==> config.mk <==
export PLATFORM = sky130hd
export DESIGN_NAME = bsg_cache_decode_stage
export DESIGN_NICKNAME = d
export VERILOG_FILES = /design/src/rtl/bsg_cache_pkg.sv /design/src/rtl/bsg_cache_decode.sv /design/src/rtl/bsg_cache_decode_stage.sv
export SDC_FILE = /design/constraint.sdc
export NUM_CORES = 1
export LEC_CHECK = 0
export ABC_AREA = 1
export BUFFER_PORTS_ARGS = -buffer_cell sky130_fd_sc_hd__buf_2
export CAP_MARGIN = 0
export CELL_PAD_IN_SITES_DETAIL_PLACEMENT = 0
export CELL_PAD_IN_SITES_GLOBAL_PLACEMENT = 1
export CORE_MARGIN = 4
export CORE_UTILIZATION = 37
export CTS_CLUSTER_DIAMETER = 30
export DETAILED_ROUTE_END_ITERATION = 7
export PLACE_DENSITY = 0.88
export SLEW_MARGIN = 25
export SYNTH_ARGS = -nofsm -noshare
export SYNTH_HDL_FRONTEND = slang
export SYNTH_SLANG_ARGS = --single-unit
==> constraint.sdc <==
create_clock -name clk_i -period 2.4 [get_ports clk_i]
set_input_delay 0.12 -clock clk_i [delete_from_list [all_inputs] [get_ports clk_i]]
set_output_delay 0.12 -clock clk_i [all_outputs]
set_load 0.03 [all_outputs]
==> src/rtl/bsg_cache_pkg.sv <==
// bsg_cache_pkg: shared types for the cache input pipeline.
//   bsg_cache_opcode_e      6-bit cache opcodes; for loads and stores, opcode[1:0] is the size
//   bsg_cache_decode_s      per-packet decoded control bits
//   bsg_cache_pkt_width()   width of a packed {opcode, addr, data, mask} cache packet
//   bsg_cache_opcode_legal  1 when an opcode is a member of bsg_cache_opcode_e
package bsg_cache_pkg;

  localparam int bsg_cache_opcode_width_gp = 6;

  typedef enum logic [5:0] {
    LB    = 6'h00,
    LH    = 6'h01,
    LW    = 6'h02,
    LD    = 6'h03,
    SB    = 6'h08,
    SH    = 6'h09,
    SW    = 6'h0A,
    SD    = 6'h0B,
    TAGST = 6'h10,
    TAGLA = 6'h11,
    AFL   = 6'h18,
    AINV  = 6'h19
  } bsg_cache_opcode_e;

  // size_op: 0=byte, 1=half, 2=word, 3=double (loads/stores only)
  typedef struct packed {
    logic [1:0] size_op;
    logic       ld_op;
    logic       st_op;
    logic       tagst_op;
    logic       tagla_op;
    logic       afl_op;
    logic       ainv_op;
  } bsg_cache_decode_s;

  // Packet layout, MSB first: {opcode, addr, data, mask}
  function automatic int bsg_cache_pkt_width(input int addr_width, input int data_width);
    return bsg_cache_opcode_width_gp + addr_width + data_width + data_width / 8;
  endfunction

  function automatic logic bsg_cache_opcode_legal(input logic [5:0] opcode);
    case (opcode)
      LB, LH, LW, LD, SB, SH, SW, SD, TAGST, TAGLA, AFL, AINV: return 1'b1;
      default:                                                 return 1'b0;
    endcase
  endfunction

endpackage

==> src/rtl/bsg_cache_decode.sv <==
// bsg_cache_decode: purely combinational opcode decoder.
//   opcode_i   in   6                          packet opcode
//   decode_o   out  $bits(bsg_cache_decode_s)  decoded control bits (all zero when illegal)
//   illegal_o  out  1                          opcode is not a bsg_cache_opcode_e member
module bsg_cache_decode
  import bsg_cache_pkg::*;
(
  input  logic [5:0]                           opcode_i,
  output logic [$bits(bsg_cache_decode_s)-1:0] decode_o,
  output logic                                 illegal_o
);

  bsg_cache_decode_s decode;

  always_comb begin
    // NOTE: every output of a combinational block gets a default first, so no path can
    // leave it unassigned and infer a latch.
    decode = '0;
    case (opcode_i)
      LB, LH, LW, LD: begin
        decode.ld_op   = 1'b1;
        decode.size_op = opcode_i[1:0];
      end
      SB, SH, SW, SD: begin
        decode.st_op   = 1'b1;
        decode.size_op = opcode_i[1:0];
      end
      TAGST:   decode.tagst_op = 1'b1;
      TAGLA:   decode.tagla_op = 1'b1;
      AFL:     decode.afl_op   = 1'b1;
      AINV:    decode.ainv_op  = 1'b1;
      default: ;
    endcase
  end

  assign decode_o  = decode;
  assign illegal_o = ~bsg_cache_opcode_legal(opcode_i);

endmodule

==> src/rtl/bsg_cache_decode_stage.sv <==
// bsg_cache_decode_stage: input stage of the cache pipeline.
// Accepts packets on v_i/ready_o, decodes the opcode once on entry, and holds up to two
// {pkt, decode, illegal} entries in a circular buffer presented in order on v_o/yumi_i.
//   clk_i, reset_i          clock; synchronous active-high reset
//   v_i, cache_pkt_i        upstream packet {opcode, addr, data, mask}
//   ready_o                 registered-only: (count != 2) & ~reset_r
//   v_o, cache_pkt_o        head entry valid / packet
//   decode_o, illegal_o     head decode (computed at enqueue) / illegal flag
//   yumi_i                  downstream consumes head (only while v_o)
//   err_cnt_o               saturating count of dropped illegal packets
// Build option BSG_CACHE_DECODE_STAGE_ILLEGAL_DROP_EN: when defined, illegal packets
// complete the handshake but are not stored, and err_cnt_o counts them; otherwise they
// are stored with illegal_o=1 and err_cnt_o is 0.
module bsg_cache_decode_stage
  import bsg_cache_pkg::*;
#(
  parameter  int addr_width_p    = 32,
  parameter  int data_width_p    = 64,
  localparam int pkt_width_lp    = bsg_cache_pkt_width(addr_width_p, data_width_p),
  localparam int decode_width_lp = $bits(bsg_cache_decode_s)
) (
  input  logic                       clk_i,
  input  logic                       reset_i,
  input  logic                       v_i,
  input  logic [pkt_width_lp-1:0]    cache_pkt_i,
  output logic                       ready_o,
  output logic                       v_o,
  output logic [pkt_width_lp-1:0]    cache_pkt_o,
  output logic [decode_width_lp-1:0] decode_o,
  output logic                       illegal_o,
  input  logic                       yumi_i,
  output logic [7:0]                 err_cnt_o
);

  logic [decode_width_lp-1:0] enq_decode;
  logic                       enq_illegal;

  bsg_cache_decode u_decode (
    .opcode_i  (cache_pkt_i[pkt_width_lp-1 -: bsg_cache_opcode_width_gp]),
    .decode_o  (enq_decode),
    .illegal_o (enq_illegal)
  );

  logic [pkt_width_lp-1:0]    pkt_q     [2];
  logic [pkt_width_lp-1:0]    pkt_d     [2];
  logic [decode_width_lp-1:0] decode_q  [2];
  logic [decode_width_lp-1:0] decode_d  [2];
  logic                       illegal_q [2];
  logic                       illegal_d [2];
  logic                       rptr_q, rptr_d;
  logic                       wptr_q, wptr_d;
  logic [1:0]                 count_q, count_d;
  logic                       reset_r_q, reset_r_d;
  logic                       enq, deq, store;

  // ready_o comes only from flops, so upstream never sees a path from yumi_i.
  assign ready_o = (count_q != 2'd2) && !reset_r_q;
  assign v_o     = (count_q != 2'd0);
  assign enq     = v_i && ready_o;
  assign deq     = yumi_i && v_o;

  assign cache_pkt_o = pkt_q[rptr_q];
  assign decode_o    = decode_q[rptr_q];

`ifdef BSG_CACHE_DECODE_STAGE_ILLEGAL_DROP_EN
  // Illegal packets are consumed upstream but never occupy a slot.
  assign store     = enq && !enq_illegal;
  assign illegal_o = 1'b0;

  logic [7:0] err_cnt_q, err_cnt_d;

  always_comb begin
    err_cnt_d = err_cnt_q;
    if (enq && enq_illegal && (err_cnt_q != 8'hFF)) err_cnt_d = err_cnt_q + 8'd1;
  end

  always_ff @(posedge clk_i) begin
    if (reset_i) err_cnt_q <= 8'h00;
    else         err_cnt_q <= err_cnt_d;
  end

  assign err_cnt_o = err_cnt_q;
`else
  assign store     = enq;
  assign illegal_o = illegal_q[rptr_q];
  assign err_cnt_o = 8'h00;
`endif

  always_comb begin
    reset_r_d = reset_i;
    pkt_d     = pkt_q;
    decode_d  = decode_q;
    illegal_d = illegal_q;
    wptr_d    = wptr_q;
    rptr_d    = rptr_q;
    if (store) begin
      pkt_d[wptr_q]     = cache_pkt_i;
      decode_d[wptr_q]  = enq_decode;
      illegal_d[wptr_q] = enq_illegal;
      wptr_d            = ~wptr_q;
    end
    if (deq) rptr_d = ~rptr_q;
    // Simultaneous store and deq leave the occupancy unchanged.
    count_d = count_q + 2'(store) - 2'(deq);
  end

  // NOTE: sequential state is updated only with non-blocking assignments so every flop
  // samples the pre-edge value of every other flop.
  always_ff @(posedge clk_i) begin
    reset_r_q <= reset_r_d;
    if (reset_i) begin
      count_q <= 2'd0;
      rptr_q  <= 1'b0;
      wptr_q  <= 1'b0;
      // NOTE: the storage entries are reset too, because the head outputs are defined
      // as zero after reset and are driven straight from the entry at rptr.
      for (int i = 0; i < 2; i++) begin
        pkt_q[i]     <= '0;
        decode_q[i]  <= '0;
        illegal_q[i] <= 1'b0;
      end
    end else begin
      count_q <= count_d;
      rptr_q  <= rptr_d;
      wptr_q  <= wptr_d;
      for (int i = 0; i < 2; i++) begin
        pkt_q[i]     <= pkt_d[i];
        decode_q[i]  <= decode_d[i];
        illegal_q[i] <= illegal_d[i];
      end
    end
  end

`ifndef SYNTHESIS
  a_yumi_needs_valid : assert property (@(posedge clk_i) disable iff (reset_i)
    !(yumi_i && !v_o))
    else $error("yumi_i asserted while v_o is low");

  a_upstream_hold : assert property (@(posedge clk_i) disable iff (reset_i)
    (v_i && !ready_o) |=> (v_i && $stable(cache_pkt_i)))
    else $error("upstream dropped or changed a packet while ready_o was low");
`endif

endmodule
==> results_dict.tcl, run 1 <==
set metrics [dict create \
    status "completed" \
    hold_violations 0 \
    core-area_um2 30000 \
    port_buffers 234 \
    finalClockSkew_ns 0.0210 \
    crit_path_top_delay_cell "dfxtp_4" \
    r2r_cells 6 \
    die_y_um 183 \
    worstMarginPinSlew_ns 0.713 \
    drtAntennaViolNets 0 \
    syn2layout_area_growth_pct 39.9 \
    post-synth-top-area-cell "dfxtp_1" \
    num_rows 63 \
    cts_tree "built" \
    clk_pin_slew_ns 0.04 \
    fin_area_um2 15900 \
    endpoint_kind "output port" \
    ys_seq_area_frac 0.429 \
    fp.dieW_um 183 \
    min_path_cells 4 \
    path_delay_family "buffers and inverters" \
    die_area_um2 33500 \
    cts_resized 0 \
    drt_pass1_iterations 5 \
    drive_above_1_share 0.165 \
    path_max_fanout 38 \
    r2r_setup_slack_ns 0.49 \
    critPathMaxStageDelay_ns 0.56 \
    place_area_um2 12700 \
    cts_inserted_buffers 61 \
    io_pins 243 \
    initial_core_util 0.379 \
    timing.rr.end "decode_q[6]" \
    drc 0 \
    grt.overflow.total 0 \
    grt_max_degree 70 \
    ir_drop_mv 0.625 \
    clock-sinks 243 \
    layout_commonest_cell "nand2_1" \
    cts-htree-levels 2 \
    post_drt_wl_per_cell_um 11.3 \
    critPathBufInv 2 \
    dp_hpwl_um 18200 \
    cp.arrival_ns 2.00 \
    layout.cells.non_filler 2602 \
    finalWorstPathRequiredPeriod_ns 2.12 \
    grt_usage 0.170 \
    setup_viol 0 \
    synth.top_cell.area_share 0.429 \
    maxSlewViolCount 0 \
    path_class "reg -> out" \
    nets 2279 \
    dp_cells 2378 \
    avgSynthCellArea_um2 6.18 \
    finalCritPeriodShare 0.882 \
    drt-total-wl_um 29300 \
    r2r_start "count_q[0]" \
    synth.cell_area_um2 11300 \
    holdCritPathClass "in -> reg" \
    leakagePower_nw 8.57 \
    required_ns 2.28 \
    power_density_nw_per_um2 1020 \
    ys.warnings.count 0 \
    syn-instance-count 1837 \
    relSlewSlack 0.524 \
    initialDrtViolationCount 615 \
    via_per_inst 4.27 \
    grt_pass1_vias 10500 \
    synth.distinct_cells 21 \
    finalSetupTns_ns 0 \
    n_fill_cell 2934 \
    start_kind "flop" \
    hp-start "v_i" \
    via_count 11100 \
    cts_root_buffer "clkbuf_16" \
    worstSkewPairLatency_ns 0.56 \
    fmax_mhz 473 \
    path_cells "buf_4 > nand2_1 > o21ai_0 > buf_2" \
    max-cap-violations 0 \
    clockBufferDepth 3 \
    synthTopCellsByArea "dfxtp_1 (43%), nand2_1 (20%), nor2_1 (16%)" \
    grt_pass1_wl_um 49100 \
    antenna_found_initial 1 \
    total_power_mw 16.2 \
    place.gp.congestion 0.727 \
    final_cell_mix "nand2_1 (604), nor2_1 (486), inv_1 (251)" \
    ys_seq_elements 243 \
    holdPathEnd "wptr_q" \
    rsz0062_at_grt "false" \
]
-- kinds of logic after synthesis --
kind of cell    after synthesis  share of synthesized area
simple gates               1097                      0.365
buf+inv                     365                      0.146
flops                       243                      0.429
compound gates              128                     0.0567
fa+ha+maj                     2                    0.00220
xor+xnor                      1                   0.000772
other cells                   1                   0.000330
-- metal layers --
layer / part of all wire / global-route usage / routed length, µm / vias up
met5: 0 / 0 / 0 / -
met1: 0.46 / 0.214 / 13300 / 4844
met3: 0.062 / 0.0442 / 1810 / 37
met4: 0.016 / 0.0474 / 462 / 0
met2: 0.47 / 0.288 / 13700 / 236
li1: - / - / - / 5998
-- flip-flops by register name, indices dropped and copies added (netlist names) --
signal and flops:
rptr_q 1, count_q 2, reset_r_q 1, decode_q 16
wptr_q 1, illegal_q 2, pkt_q 220
-- worst max-delay path by stage --
stage,from,endpoint,slack (ns),cells past startpoint
floorplan,count_q[0],count_q[1],0.89,9
global placement,count_q[0],decode_q[6],0.43,6
detailed placement,count_q[0],decode_q[6],0.46,6
CTS,rptr_q,cache_pkt_o[94],0.25,4
global route,rptr_q,decode_o[7],0.13,4
finish,rptr_q,cache_pkt_o[94],0.28,4
-- worst min-delay path, stage by stage --
cell and delay [ns]:
buf_2 0.14, nand3_1 0.17, nand2_1 0.09, a21oi_1 0.05
-- Yosys cell counts --
master	n
nand3_1	1
nand4_1	1
xnor2_1	1
ha_1	2
buf_4	17
nand2_1	604
buf_6	21
nor2_1	486
conb_1	1
clkinv_1	1
a21oi_1	4
o21a_1	1
clkbuf_1	20
nand2_2	1
o21ai_0	123
inv_1	251
nand4_2	2
dfxtp_1	243
inv_2	1
buf_2	54
nor3_1	2
-- timing repair --
action,4_1_cts,5_1_grt
buffers inserted,0,0
hold endpoints to repair,229,0
hold buffers,112,0
-- layout make-up --
type                            instances  area [µm²]  area share
Multi-Input combinational cell       1236        4870       0.307
Antenna cell                            1        2.50    0.000158
Clock inverter                         28         345      0.0218
Sequential cell                       243        4870       0.307
Tap cell                              390         488      0.0307
Timing Repair Buffer                  368        2610       0.164
Clock buffer                           83        1740       0.110
Inverter                              253         955      0.0601
-- where the power goes --
group	internal, mW	switching [mW]	leakage [nW]
Combinational	1.07	2.40	5.56
Sequential	4.48	0.187	1.98
Clock	5.74	2.36	1.03
Total	11.3	4.95	8.57
-- stage by stage --
| stage | util | hold WS, ns | setup WS (ns) |
|---|---|---|---|
| finish | 0.530 | 0.0880 | 0.284 |
| global placement | 0.423 | 0.339 | 0.434 |
| detailed placement | 0.423 | 0.346 | 0.458 |
| CTS | 0.530 | 0.0651 | 0.245 |
| global route | 0.530 | 0.114 | 0.130 |
| floorplan | - | 0.148 | 0.888 |
(Power assumes the default switching activity.)
==> inputs of run 2 (changes only) <==
--- a/config.mk
+++ b/config.mk
@@ -14,6 +14,7 @@
 export CORE_UTILIZATION = 37
 export CTS_CLUSTER_DIAMETER = 30
 export DETAILED_ROUTE_END_ITERATION = 7
+export MAX_ROUTING_LAYER = met4
 export PLACE_DENSITY = 0.88
 export SLEW_MARGIN = 25
 export SYNTH_ARGS = -nofsm -noshare
==> run 2 against run 1 <==
  * Non-clock buffer count did not move
  * Critical path type unchanged
  * Largest cell class unchanged
  * Total power barely moved
  * Combinational power barely moved
  * Sequential power barely moved
==> results_dict.tcl, run 2 (synthesis results as in run 1) <==
set metrics [dict create \
    path_class "reg -> out" \
    post_drt_wl_per_cell_um 11.2 \
    finalCritPeriodShare 0.879 \
    finalWorstPathRequiredPeriod_ns 2.11 \
    status "completed" \
    drt_pass1_iterations 5 \
    layout_commonest_cell "nand2_1" \
    cts_inserted_buffers 61 \
    die_area_um2 33500 \
    finalSetupTns_ns 0 \
    antenna_found_initial 1 \
    drive_above_1_share 0.165 \
    r2r_cells 6 \
    grt_pass1_vias 10500 \
    initial_core_util 0.379 \
    maxSlewViolCount 0 \
    fmax_mhz 474 \
    place.gp.congestion 0.737 \
    path_max_fanout 38 \
    syn2layout_area_growth_pct 39.9 \
    drc 0 \
    via_per_inst 4.27 \
    io_pins 243 \
    cts-htree-levels 2 \
    largest_reg_flops 220 \
    worstMarginPinSlew_ns 0.706 \
    cts_setup_buffers 0 \
    worstSkewPairLatency_ns 0.56 \
    num_rows 63 \
    port_buffers 234 \
    fin_ws_ns 0.290 \
    top_regs "pkt_q (220), decode_q (16)" \
    initialDrtViolationCount 674 \
    drt-total-wl_um 29200 \
    endpoint_kind "output port" \
    cts_tree "built" \
    nets 2279 \
    grt.overflow.total 0 \
    drtAntennaViolNets 0 \
    setup_viol 0 \
    cp.arrival_ns 1.99 \
    min_path_cells 4 \
    clock-sinks 243 \
    rsz0062_at_grt "false" \
    multi_input_area_um2 4870 \
    core-area_um2 30000 \
    place_ws_ns 0.458 \
    max-cap-violations 0 \
    dp_hpwl_um 18200 \
    required_ns 2.28 \
    grt_max_degree 70 \
    n_fill_cell 2934 \
    largest-register "pkt_q" \
    cts_root_buffer "clkbuf_16" \
    power_density_nw_per_um2 1020 \
    clk_pin_slew_ns 0.04 \
    hold_violations 0 \
    via_count 11100 \
    grt_usage 0.175 \
    ir_drop_mv 0.627 \
    start_kind "flop" \
    leakagePower_nw 8.57 \
    seq_area_um2 4870 \
    grt_pass1_wl_um 49000 \
    finalClockSkew_ns 0.0207 \
    final_cell_mix "nand2_1 (604), nor2_1 (486), inv_1 (251)" \
    holdCritPathClass "in -> reg" \
    fp.dieW_um 183 \
    relSlewSlack 0.528 \
    whs_ns 0.0876 \
    clockBufferDepth 3 \
    die_y_um 183 \
    r2r_setup_slack_ns 0.49 \
]
[run 2: layout make-up]
| type | instances | share of cell area |
|---|---|---|
| Antenna cell | 1 | 0.000158 |
| Clock buffer | 83 | 0.110 |
| Clock inverter | 28 | 0.0218 |
| Inverter | 253 | 0.0601 |
| Multi-Input combinational cell | 1236 | 0.307 |
| Sequential cell | 243 | 0.307 |
| Tap cell | 390 | 0.0307 |
| Timing Repair Buffer | 368 | 0.164 |
[run 2: layer usage]
layer | up-vias | GRT usage | share of wire
met1 | 4852 | 0.215 | 0.46
li1 | 5996 | - | -
met4 | 0 | 0.0474 | 0.016
met3 | 37 | 0.0420 | 0.059
met2 | 232 | 0.289 | 0.47
met5 | - | - | 0
[run 2: final timing paths]
check | start | endpoint
worst max register to register | count_q[0] | decode_q[6]
worst max-delay path | rptr_q | cache_pkt_o[96]
worst min register to register | pkt_q[65] | pkt_q[65]
worst min-delay path | v_i | wptr_q
[run 2: where the power goes]
group	switching, mW	leakage [nW]	internal, mW	total, mW
Clock	2.37	1.03	5.74	8.11
Sequential	0.187	1.98	4.48	4.67
Combinational	2.40	5.56	1.07	3.47
[run 2: worst max-delay path: stages, from the launching register on]
cell	delay, ns
dfxtp_4	0.56
buf_4	0.41
nand2_1	0.09
o21ai_0	0.11
buf_2	0.24
[run 2: timing repair]
action | in CTS | in global routing
hold buffers | 112 | 0
hold endpoints to repair | 229 | 0
resized for setup | 0 | 0
[run 2: metrics by stage]
step | cells | power, mW | area (µm²) | util
final | 2602 | 16.2 | 15900 | 0.530
after detailed placement | 2378 | 8.09 | 12700 | 0.423
after floorplan | 1844 | 7.16 | 11400 | -
after global routing | 2602 | 17.1 | 15900 | 0.530
after global placement | 2378 | 8.03 | 12700 | 0.423
after CTS | 2601 | 16.5 | 15900 | 0.530
